### config.mk
export PLATFORM = sky130hd
export DESIGN_NAME = mouse_packet_decoder
export DESIGN_NICKNAME = d
export VERILOG_FILES = /design/src/rtl/mouse_pkg.sv /design/src/rtl/mouse_axis_accum.sv /design/src/rtl/mouse_packet_decoder.sv
export SDC_FILE = /design/constraint.sdc
export NUM_CORES = 1
export LEC_CHECK = 0
export BUFFER_PORTS_ARGS = -buffer_cell sky130_fd_sc_hd__buf_2
export CORE_MARGIN = 4
export CORE_UTILIZATION = 55
export CTS_CLUSTER_SIZE = 10
export DETAILED_ROUTE_END_ITERATION = 10
export PLACE_DENSITY = 0.84
export SYNTH_ARGS = -nofsm -noshare
export SYNTH_HDL_FRONTEND = slang
export SYNTH_HIERARCHICAL = 1
export SYNTH_SLANG_ARGS = --single-unit
### constraint.sdc
create_clock -name CLK -period 3.9 [get_ports CLK]
set_input_delay 0.195 -clock CLK [delete_from_list [all_inputs] [get_ports CLK]]
set_output_delay 0.195 -clock CLK [all_outputs]
set_load 0.01 [all_outputs]
### src/rtl/mouse_pkg.sv
// +------------------------------------------------------------------+
// | mouse_pkg : shared PS/2 mouse types, status-byte and error bits  |
// | Revision  : 1.0                                                  |
// +------------------------------------------------------------------+
`default_nettype none

package mouse_pkg;

  typedef enum logic [1:0] {
    ST_WAIT_B0 = 2'd0,
    ST_WAIT_B1 = 2'd1,
    ST_WAIT_B2 = 2'd2,
    ST_UPDATE  = 2'd3
  } state_e;

  localparam int unsigned BIT_LEFT   = 0;
  localparam int unsigned BIT_RIGHT  = 1;
  localparam int unsigned BIT_MIDDLE = 2;
  localparam int unsigned BIT_SYNC   = 3;
  localparam int unsigned BIT_XSIGN  = 4;
  localparam int unsigned BIT_YSIGN  = 5;
  localparam int unsigned BIT_XOVF   = 6;
  localparam int unsigned BIT_YOVF   = 7;

  localparam int unsigned ERR_PARITY = 0;
  localparam int unsigned ERR_STOP   = 1;

  // Sync bit is only used for framing, so it is not kept once the byte is accepted.
  typedef struct packed {
    logic       y_ovf;
    logic       x_ovf;
    logic       y_sign;
    logic       x_sign;
    logic [2:0] buttons;
  } status_t;

  function automatic status_t decode_status(input logic [7:0] b);
    status_t s;
    s.y_ovf   = b[BIT_YOVF];
    s.x_ovf   = b[BIT_XOVF];
    s.y_sign  = b[BIT_YSIGN];
    s.x_sign  = b[BIT_XSIGN];
    s.buttons = {b[BIT_MIDDLE], b[BIT_RIGHT], b[BIT_LEFT]};
    return s;
  endfunction

  function automatic logic byte_ok(input logic [1:0] err);
    return !err[ERR_PARITY] && !err[ERR_STOP];
  endfunction

endpackage

`default_nettype wire

### src/rtl/mouse_axis_accum.sv
// +------------------------------------------------------------------+
// | mouse_axis_accum : one clamped cursor axis, resets to MAX/2      |
// | Revision         : 1.0                                           |
// +------------------------------------------------------------------+
`default_nettype none

module mouse_axis_accum #(
  parameter int MAX    = 160,
  parameter int POS_W  = 8,
  parameter bit NEGATE = 1'b0
) (
  input  logic             CLK,
  input  logic             RESET,
  input  logic             upd,
  input  logic [8:0]       delta,
  input  logic             ovf,
  output logic [POS_W-1:0] pos
);

  localparam logic [POS_W-1:0] RST_POS = POS_W'(MAX / 2);
  localparam logic [POS_W-1:0] TOP_POS = POS_W'(MAX - 1);
  localparam logic signed [10:0] TOP_S = 11'(MAX - 1);

  logic [POS_W-1:0]   pos_q, pos_d;
  logic signed [10:0] term;
  logic signed [10:0] step;
  logic signed [10:0] sum;

  // An overflowed report carries meaningless magnitude, so it moves nothing.
  assign term = ovf ? 11'sd0 : 11'(signed'(delta));

  generate
    if (NEGATE) begin : g_neg
      assign step = -term;
    end else begin : g_pos
      assign step = term;
    end
  endgenerate

  always_comb begin
    pos_d = pos_q;
    sum   = signed'(11'(pos_q)) + step;
    if (upd) begin
      if (sum < 11'sd0) begin
        pos_d = '0;
      end else if (sum > TOP_S) begin
        pos_d = TOP_POS;
      end else begin
        pos_d = sum[POS_W-1:0];
      end
    end
  end

  always_ff @(posedge CLK) begin
    if (RESET) begin
      pos_q <= RST_POS;
    end else begin
      pos_q <= pos_d;
    end
  end

  assign pos = pos_q;

endmodule

`default_nettype wire

### src/rtl/mouse_packet_decoder.sv
// +------------------------------------------------------------------+
// | mouse_packet_decoder : 3-byte PS/2 stream packet framing/decode  |
// | Revision             : 1.0                                       |
// +------------------------------------------------------------------+
`default_nettype none

module mouse_packet_decoder
  import mouse_pkg::*;
#(
  parameter int MAX_X   = 160,
  parameter int MAX_Y   = 120,
  parameter int POS_W   = 8,
  parameter int TIMEOUT = 200000
) (
  input  logic             CLK,
  input  logic             RESET,
  input  logic             ENABLE,
  input  logic             BYTE_READY,
  input  logic [7:0]       BYTE_READ,
  input  logic [1:0]       BYTE_ERROR_CODE,
  output logic [POS_W-1:0] X_POS,
  output logic [POS_W-1:0] Y_POS,
  output logic [2:0]       BUTTONS,
  output logic [8:0]       DX,
  output logic [8:0]       DY,
  output logic             PACKET_VALID,
  output logic             PACKET_ERROR
);

  localparam int CNT_W = (TIMEOUT > 2) ? $clog2(TIMEOUT) : 1;
  localparam logic [CNT_W-1:0] CNT_LAST = CNT_W'(TIMEOUT - 1);

  state_e           state_q, state_d;
  status_t          status_q, status_d;
  logic [7:0]       xbyte_q, xbyte_d;
  logic [7:0]       ybyte_q, ybyte_d;
  logic [CNT_W-1:0] cnt_q, cnt_d;
  logic [2:0]       buttons_q, buttons_d;
  logic [8:0]       dx_q, dx_d;
  logic [8:0]       dy_q, dy_d;
  logic             pkt_valid_q, pkt_valid_d;
  logic             pkt_error_q, pkt_error_d;
  logic             good;
  logic             do_update;
  logic [8:0]       dx_raw;
  logic [8:0]       dy_raw;

  assign good      = byte_ok(BYTE_ERROR_CODE);
  assign dx_raw    = {status_q.x_sign, xbyte_q};
  assign dy_raw    = {status_q.y_sign, ybyte_q};
  assign do_update = ENABLE && (state_q == ST_UPDATE);

  always_comb begin
    state_d     = state_q;
    status_d    = status_q;
    xbyte_d     = xbyte_q;
    ybyte_d     = ybyte_q;
    cnt_d       = cnt_q;
    buttons_d   = buttons_q;
    dx_d        = dx_q;
    dy_d        = dy_q;
    pkt_valid_d = 1'b0;
    pkt_error_d = 1'b0;

    if (!ENABLE) begin
      state_d  = ST_WAIT_B0;
      status_d = '0;
      xbyte_d  = '0;
      ybyte_d  = '0;
      cnt_d    = '0;
    end else begin
      case (state_q)
        ST_WAIT_B0: begin
          cnt_d = '0;
          if (BYTE_READY) begin
            if (good && BYTE_READ[BIT_SYNC]) begin
              status_d = decode_status(BYTE_READ);
              state_d  = ST_WAIT_B1;
            end else begin
              pkt_error_d = 1'b1;
            end
          end
        end
        ST_WAIT_B1, ST_WAIT_B2: begin
          // A byte arriving on the expiry cycle takes priority over the timeout.
          if (BYTE_READY) begin
            cnt_d = '0;
            if (!good) begin
              pkt_error_d = 1'b1;
              state_d     = ST_WAIT_B0;
            end else if (state_q == ST_WAIT_B1) begin
              xbyte_d = BYTE_READ;
              state_d = ST_WAIT_B2;
            end else begin
              ybyte_d = BYTE_READ;
              state_d = ST_UPDATE;
            end
          end else if (cnt_q == CNT_LAST) begin
            cnt_d       = '0;
            pkt_error_d = 1'b1;
            state_d     = ST_WAIT_B0;
          end else begin
            cnt_d = cnt_q + CNT_W'(1);
          end
        end
        ST_UPDATE: begin
          cnt_d       = '0;
          state_d     = ST_WAIT_B0;
          pkt_valid_d = 1'b1;
          buttons_d   = status_q.buttons;
          dx_d        = dx_raw;
          dy_d        = dy_raw;
        end
        default: state_d = ST_WAIT_B0;
      endcase
    end
  end

  always_ff @(posedge CLK) begin
    if (RESET) begin
      state_q     <= ST_WAIT_B0;
      status_q    <= '0;
      xbyte_q     <= '0;
      ybyte_q     <= '0;
      cnt_q       <= '0;
      buttons_q   <= '0;
      dx_q        <= '0;
      dy_q        <= '0;
      pkt_valid_q <= 1'b0;
      pkt_error_q <= 1'b0;
    end else begin
      state_q     <= state_d;
      status_q    <= status_d;
      xbyte_q     <= xbyte_d;
      ybyte_q     <= ybyte_d;
      cnt_q       <= cnt_d;
      buttons_q   <= buttons_d;
      dx_q        <= dx_d;
      dy_q        <= dy_d;
      pkt_valid_q <= pkt_valid_d;
      pkt_error_q <= pkt_error_d;
    end
  end

  mouse_axis_accum #(
    .MAX    (MAX_X),
    .POS_W  (POS_W),
    .NEGATE (1'b0)
  ) u_x_axis (
    .CLK   (CLK),
    .RESET (RESET),
    .upd   (do_update),
    .delta (dx_raw),
    .ovf   (status_q.x_ovf),
    .pos   (X_POS)
  );

  // PS/2 reports +Y as up; the screen axis grows downward.
  mouse_axis_accum #(
    .MAX    (MAX_Y),
    .POS_W  (POS_W),
    .NEGATE (1'b1)
  ) u_y_axis (
    .CLK   (CLK),
    .RESET (RESET),
    .upd   (do_update),
    .delta (dy_raw),
    .ovf   (status_q.y_ovf),
    .pos   (Y_POS)
  );

  assign BUTTONS      = buttons_q;
  assign DX           = dx_q;
  assign DY           = dy_q;
  assign PACKET_VALID = pkt_valid_q;
  assign PACKET_ERROR = pkt_error_q;

endmodule

`default_nettype wire

After elaboration in Yosys (flattened, before gate mapping) --
Index checks and enable logic that the tools add are counted. Widths: inputs -> output; s select.
Operators by class: $add $sub $neg 4, $lt $le $gt $ge 4, eq/ne operators 7, multiplexer cells 23, bitwise gates (word level) 2, reductions and logical operators 14
Operators by type and width (number):
- $mux 18 | 2
- $pmux 18 s2 | 1
- $mux 8 | 4
- $add 9x11->11 | 2
- $lt 11x1->1 const B | 2
- $mux 11 | 2
- $add 18x1->18 const B | 1
- $eq 18x18->1 const B | 1
- $gt 11x8->1 const B | 1
- $gt 11x9->1 const B | 1
- $neg 11->11 | 1
- $mux 2 | 5
- $reduce_and 4->1 | 2
- $mux 1 | 7
- $pmux 2 s3 | 1
- $reduce_and 3->1 | 2
- $reduce_or 2->1 | 3
- $eq 2x2->1 const B | 2
- $ne 2x2->1 const B | 2
- $logic_and 1x1->1 | 3
- $ne 3x3->1 const B | 1
- $eq 2x1->1 const B | 1
- $logic_not 1->1 | 2
- $logic_not 2->1 | 1
- 3 further kinds | 4
Storage, ports and cells: bits in registers 82, input bits 14, output and inout port bits 39

Logic depth before layout (Yosys ltp) --
depth in word-level cells 6, mapped depth 10, depth with buffers taken out 10

Modules after synthesis --
Netlist, hierarchy kept.
By module, submodules not included:
- mouse_packet_decoder | instances 1, cells an instance 304, area an instance 2661.3 µm², seq. area each 1321.3 µm²
- mouse_axis_accum (u_x_axis) | instances 1, cells an instance 86, area an instance 797.0 µm², seq. area each 160.2 µm²
- mouse_axis_accum (u_y_axis) | instances 1, cells an instance 91, area an instance 792.0 µm², seq. area each 160.2 µm²

Worst setup path before layout --
No wires, ideal clock.
path type flip-flop to flip-flop, start point register status_q[5] in the netlist's numbering, end point register u_x_axis.pos_q[6] (netlist: u_x_axis/pos[6]), setup time 58 ps, arrival 2180 ps, required time 3842 ps, slack 1662 ps, stages on the path, launching flop included 11, buffers on the path 0, period minus slack after synthesis 2238 ps, cells stage by stage dfxtp_1 > nor2b_1 > ha_1 > inv_1 > fa_1 > nor2b_4 > o2111ai_2 > and3b_1 > or2_2 > nor4_2 > a211o_1
Between the ends: word-level cells in the longest chain between the ends 5, elaborated cells between the ends (all ways) 6, classes of those cells add/sub: 1; order compare: 2; mux: 3
Ends and longest elaborated chain:
- start, declared | RTL line mouse_packet_decoder.sv:34 | status_t status_q, status_d;
- start signal, assigned | RTL line mouse_packet_decoder.sv:133 | status_q <= status_d;
- $mux 11 * | RTL line mouse_axis_accum.sv:30 | assign term = ovf ? 11'sd0 : 11'(signed'(delta));
- $add 9x11->11 * | RTL line mouse_axis_accum.sv:42 | sum = signed'(11'(pos_q)) + step;
- $gt 11x9->1 | RTL line mouse_axis_accum.sv:46 | end else if (sum > TOP_S) begin
- $mux 8 | RTL line mouse_axis_accum.sv:46
- $mux 8 * | RTL line mouse_axis_accum.sv:44 | if (sum < 11'sd0) begin
- end signal, assigned | RTL line mouse_axis_accum.sv:58 | pos_q <= pos_d;
- end, declared | RTL line mouse_axis_accum.sv:24 | logic [POS_W-1:0] pos_q, pos_d;
Every way passes the cells marked *; elsewhere a longest branch is shown, timed or not. A chain may end at the register's enable or synchronous reset.

Worst setup path after layout --
start point register status_q[5] in the netlist's numbering, end point register u_x_axis.pos_q[5] (netlist: u_x_axis/pos[5])
Same word-level chain as after synthesis.

==> impl_metrics.yaml <==
pwr:
  pwr-share-comb: 0.027
  power.density_nw_per_um2: 312
  p_switching_uw: 314
  p_int_mw: 1.18
  power.leakage_nw: 1.82
  clockPowerShare: 0.410
  power_frac_seq: 0.563
  netSwitchingFraction: 0.211
  max-vdd-ir-drop_mv: 0.216
finish:
  areaGrowthSynthToFinish_pct: 12.5
  nNetsFinal: 572
  fillers: 628
  diodes: 0
  drive_above_1_share: 0.183
clock_network:
  clockRootBuffer: "clkbuf_8"
  postCtsSetupRepairBufs: 0
  cts_tree: "built"
  holdBufCountCts: 0
  numCtsBuffers: 9
  ctsResizeCount: 0
  htree_levels: 3
  cts.sinks: 82
  path_clk_slew_ps: 70
  cts.path.max_buffers: 2
  clock_latency_ps: 350
sta:
  setup_viol: 0
  relSlewSlack: 0.349
  finClkSkew_ps: 5.49
  finalMaxSlewViolations: 0
  timing.hold.ws_ps: 123
  finalCritPeriodShare: 0.658
  tightest_slew_ps: 977
  rsz0062_at_grt: "no"
  setup_tns_ps: 0
  max_freq_mhz: 389
  final-hold-violation-count: 0
  period_needed_ps: 2570
logic_synthesis:
  syn_nets: 520
  synth_top_family_by_area: "simple AND/OR/NAND/NOR gates"
  yosysWarnings: 6
  synthFlopType: "dfxtp_1"
  synthArstFlopShare: 0
  ys_types: 78
  ys_seq_elements: 82
  synth_adder_area_share: 0.0771
  synth_xor_area_frac: 0.0450
  synth_area_um2: 4250
  syn_area_per_cell_um2: 8.84
  synth_compound_area_frac: 0.184
  synth_edf_count: 0
  synth-seq-area-share: 0.386
  synthMuxAreaShare: 0.0427
  syn_inst: 481
  synth_simple_gate_area_frac: 0.234
outcome:
  status: "completed"
routing:
  vias: 3603
  wire_per_inst_um: 14.9
  drt-total-wl_mm: 9.44
  via_per_inst: 5.67
  firstDrtPassIters: 4
  drc: 0
  ant_nets: 0
  drt_iter0_drc: 190
min_path:
  hp-class: "input port to register"
  min_path_cells: 3
floorplan:
  start_util: 0.577
  rows: 31
  io_pins: 53
  dieArea_um2: 9200
  die_x_um: 95.9
  fp.dieH_um: 95.9
  core_um2: 7370
setup_path:
  cp-start-kind: "register"
  crit_fanout: 10
  r2r_cells: 10
  crit_type: "register to register"
  end_kind: "register"
  crit_chain: "nor2b_1 -> ha_1 -> inv_1 -> fa_1 -> nor2b_4 -> o2111ai_2 -> a21oi_2 -> o31ai_2 -> or2_1 -> o41ai_2"
  cp_slowest_cell: "fa_1"
  cp.arrival_ps: 2820
  slowest_delay_ps: 440
  cp_data_required_time_ps: 4160
job:
  timing.max_cap.violations: 0
global_routing:
  grt_pass1_vias: 3362
  grt_max_degree: 39
  overflow: 0
  grt_usage: 0.214
  antenna_found_initial: 0
  grt_pass1_wl_mm: 15.5
placement:
  dpl.hpwl_mm: 6.96
  io_buffer_count: 52
  gp_congestion: 0.909
==> power by group through the flow <==
stage	Combinational, mW	Sequential [mW]	Clock (mW)
after floorplan	0.0209	0.859	0
after global placement	0.0388	0.859	0
after detailed placement	0.0396	0.859	0
after CTS	0.0398	0.839	0.625
after global routing	0.0435	0.839	0.658
final	0.0399	0.839	0.610
==> cell type report <==
cell class,instances,area [µm²],share of cell area
multi-input combinational,369,2480,0.519
sequential,82,1640,0.343
timing repair buffer,55,283,0.0592
clock buffer,12,155,0.0325
tap,99,124,0.0259
inverter,16,60.1,0.0126
clock inverter,2,37.5,0.00785
==> cell usage in the layout, fill, tap and decap left out, drive strengths merged, types with 2 or more instances in the layout <==
cell     count
dfxtp       82
nand2       79
buf         55
a21oi       46
nor2        37
ha          23
o21ai       18
mux2i       17
inv         16
nor2b       14
clkbuf      12
nand2b      11
xor2        11
a21o        11
nand4       10
xnor2       10
a211oi       8
or3          6
nand3        5
and3         4
a221oi       4
nor3b        3
o21a         3
nor4         3
and4         3
o22ai        3
or2          3
nor3         2
fa           2
a41oi        2
or4          2
and2         2
o2111ai      2
a21boi       2
a31oi        2
==> metrics by stage <==
step | std cells | total power, mW | cell area [µm²] | setup slack [ps] | util
finish | 635 | 1.49 | 4780 | 1330 | 0.649
global route | 635 | 1.54 | 4780 | 1150 | 0.649
CTS | 635 | 1.50 | 4780 | 1360 | 0.649
detailed placement | 621 | 0.899 | 4590 | 1430 | 0.622
global placement | 621 | 0.898 | 4590 | 1550 | 0.622
floorplan | 481 | 0.880 | 4250 | 1660 | -
==> metal layers <==
metal,part of all wire,vias to the layer above,GRT usage
li1,-,1801,-
met1,0.46,1691,0.275
met2,0.46,96,0.346
met3,0.061,15,0.0618
met4,0.017,0,0.0675
met5,0,-,0
==> critical path, delay by kind of cell, from the launching register on <==
family          cells  cell delay, ps
compound gates      4             750
fa+ha+maj           2             650
simple gates        3             590
flops               1             420
buf+inv             1              70
==> flip-flops by register name, summed over array words and instances (netlist names) <==
name	flops
u_y_axis/pos	8
BUTTONS	3
DX	9
xbyte_q	8
dy_raw	1
dx_raw	1
u_x_axis/pos	8
PACKET_VALID	1
PACKET_ERROR	1
ybyte_q	8
cnt_q	18
status_q	5
state_q	2
DY	9
==> path summary, 6_finish.rpt <==
| check | endpoint | slack (ps) | from |
|---|---|---|---|
| worst max register to register | u_x_axis/pos[5] | 1330 | status_q[5] |
| worst min-delay path | xbyte_q[4] | 120 | BYTE_READ[4] |
| worst max-delay path | u_x_axis/pos[5] | 1330 | status_q[5] |
| worst min register to register | BUTTONS[1] | 450 | BUTTONS[1] |
==> cells by family (layout without fill, tap and decap cells) <==
group / count (synthesis) / count (layout)
AO/OA/AOI/OAI: 112 / 112
XOR/XNOR: 21 / 21
adder cells (fa/ha/maj): 25 / 25
buffers and inverters: 30 / 85
flip-flops: 82 / 82
multiplexers: 18 / 18
AND/OR/NAND/NOR: 193 / 193
==> cells in the mapped netlist (all sizes together), types with 5 or more instances <==
library cell	number	share of area
a211oi	8	0.015
a21o	11	0.020
a21oi	46	0.057
clkbuf	10	0.0088
dfxtp	82	0.39
ha	23	0.068
inv	16	0.014
mux2i	17	0.040
nand2	79	0.070
nand2b	11	0.016
nand3	5	0.0071
nand4	10	0.016
nor2	37	0.033
nor2b	14	0.022
o21ai	18	0.021
or3	6	0.010
xnor2	10	0.022
xor2	11	0.023
(Power assumes the default switching activity.)
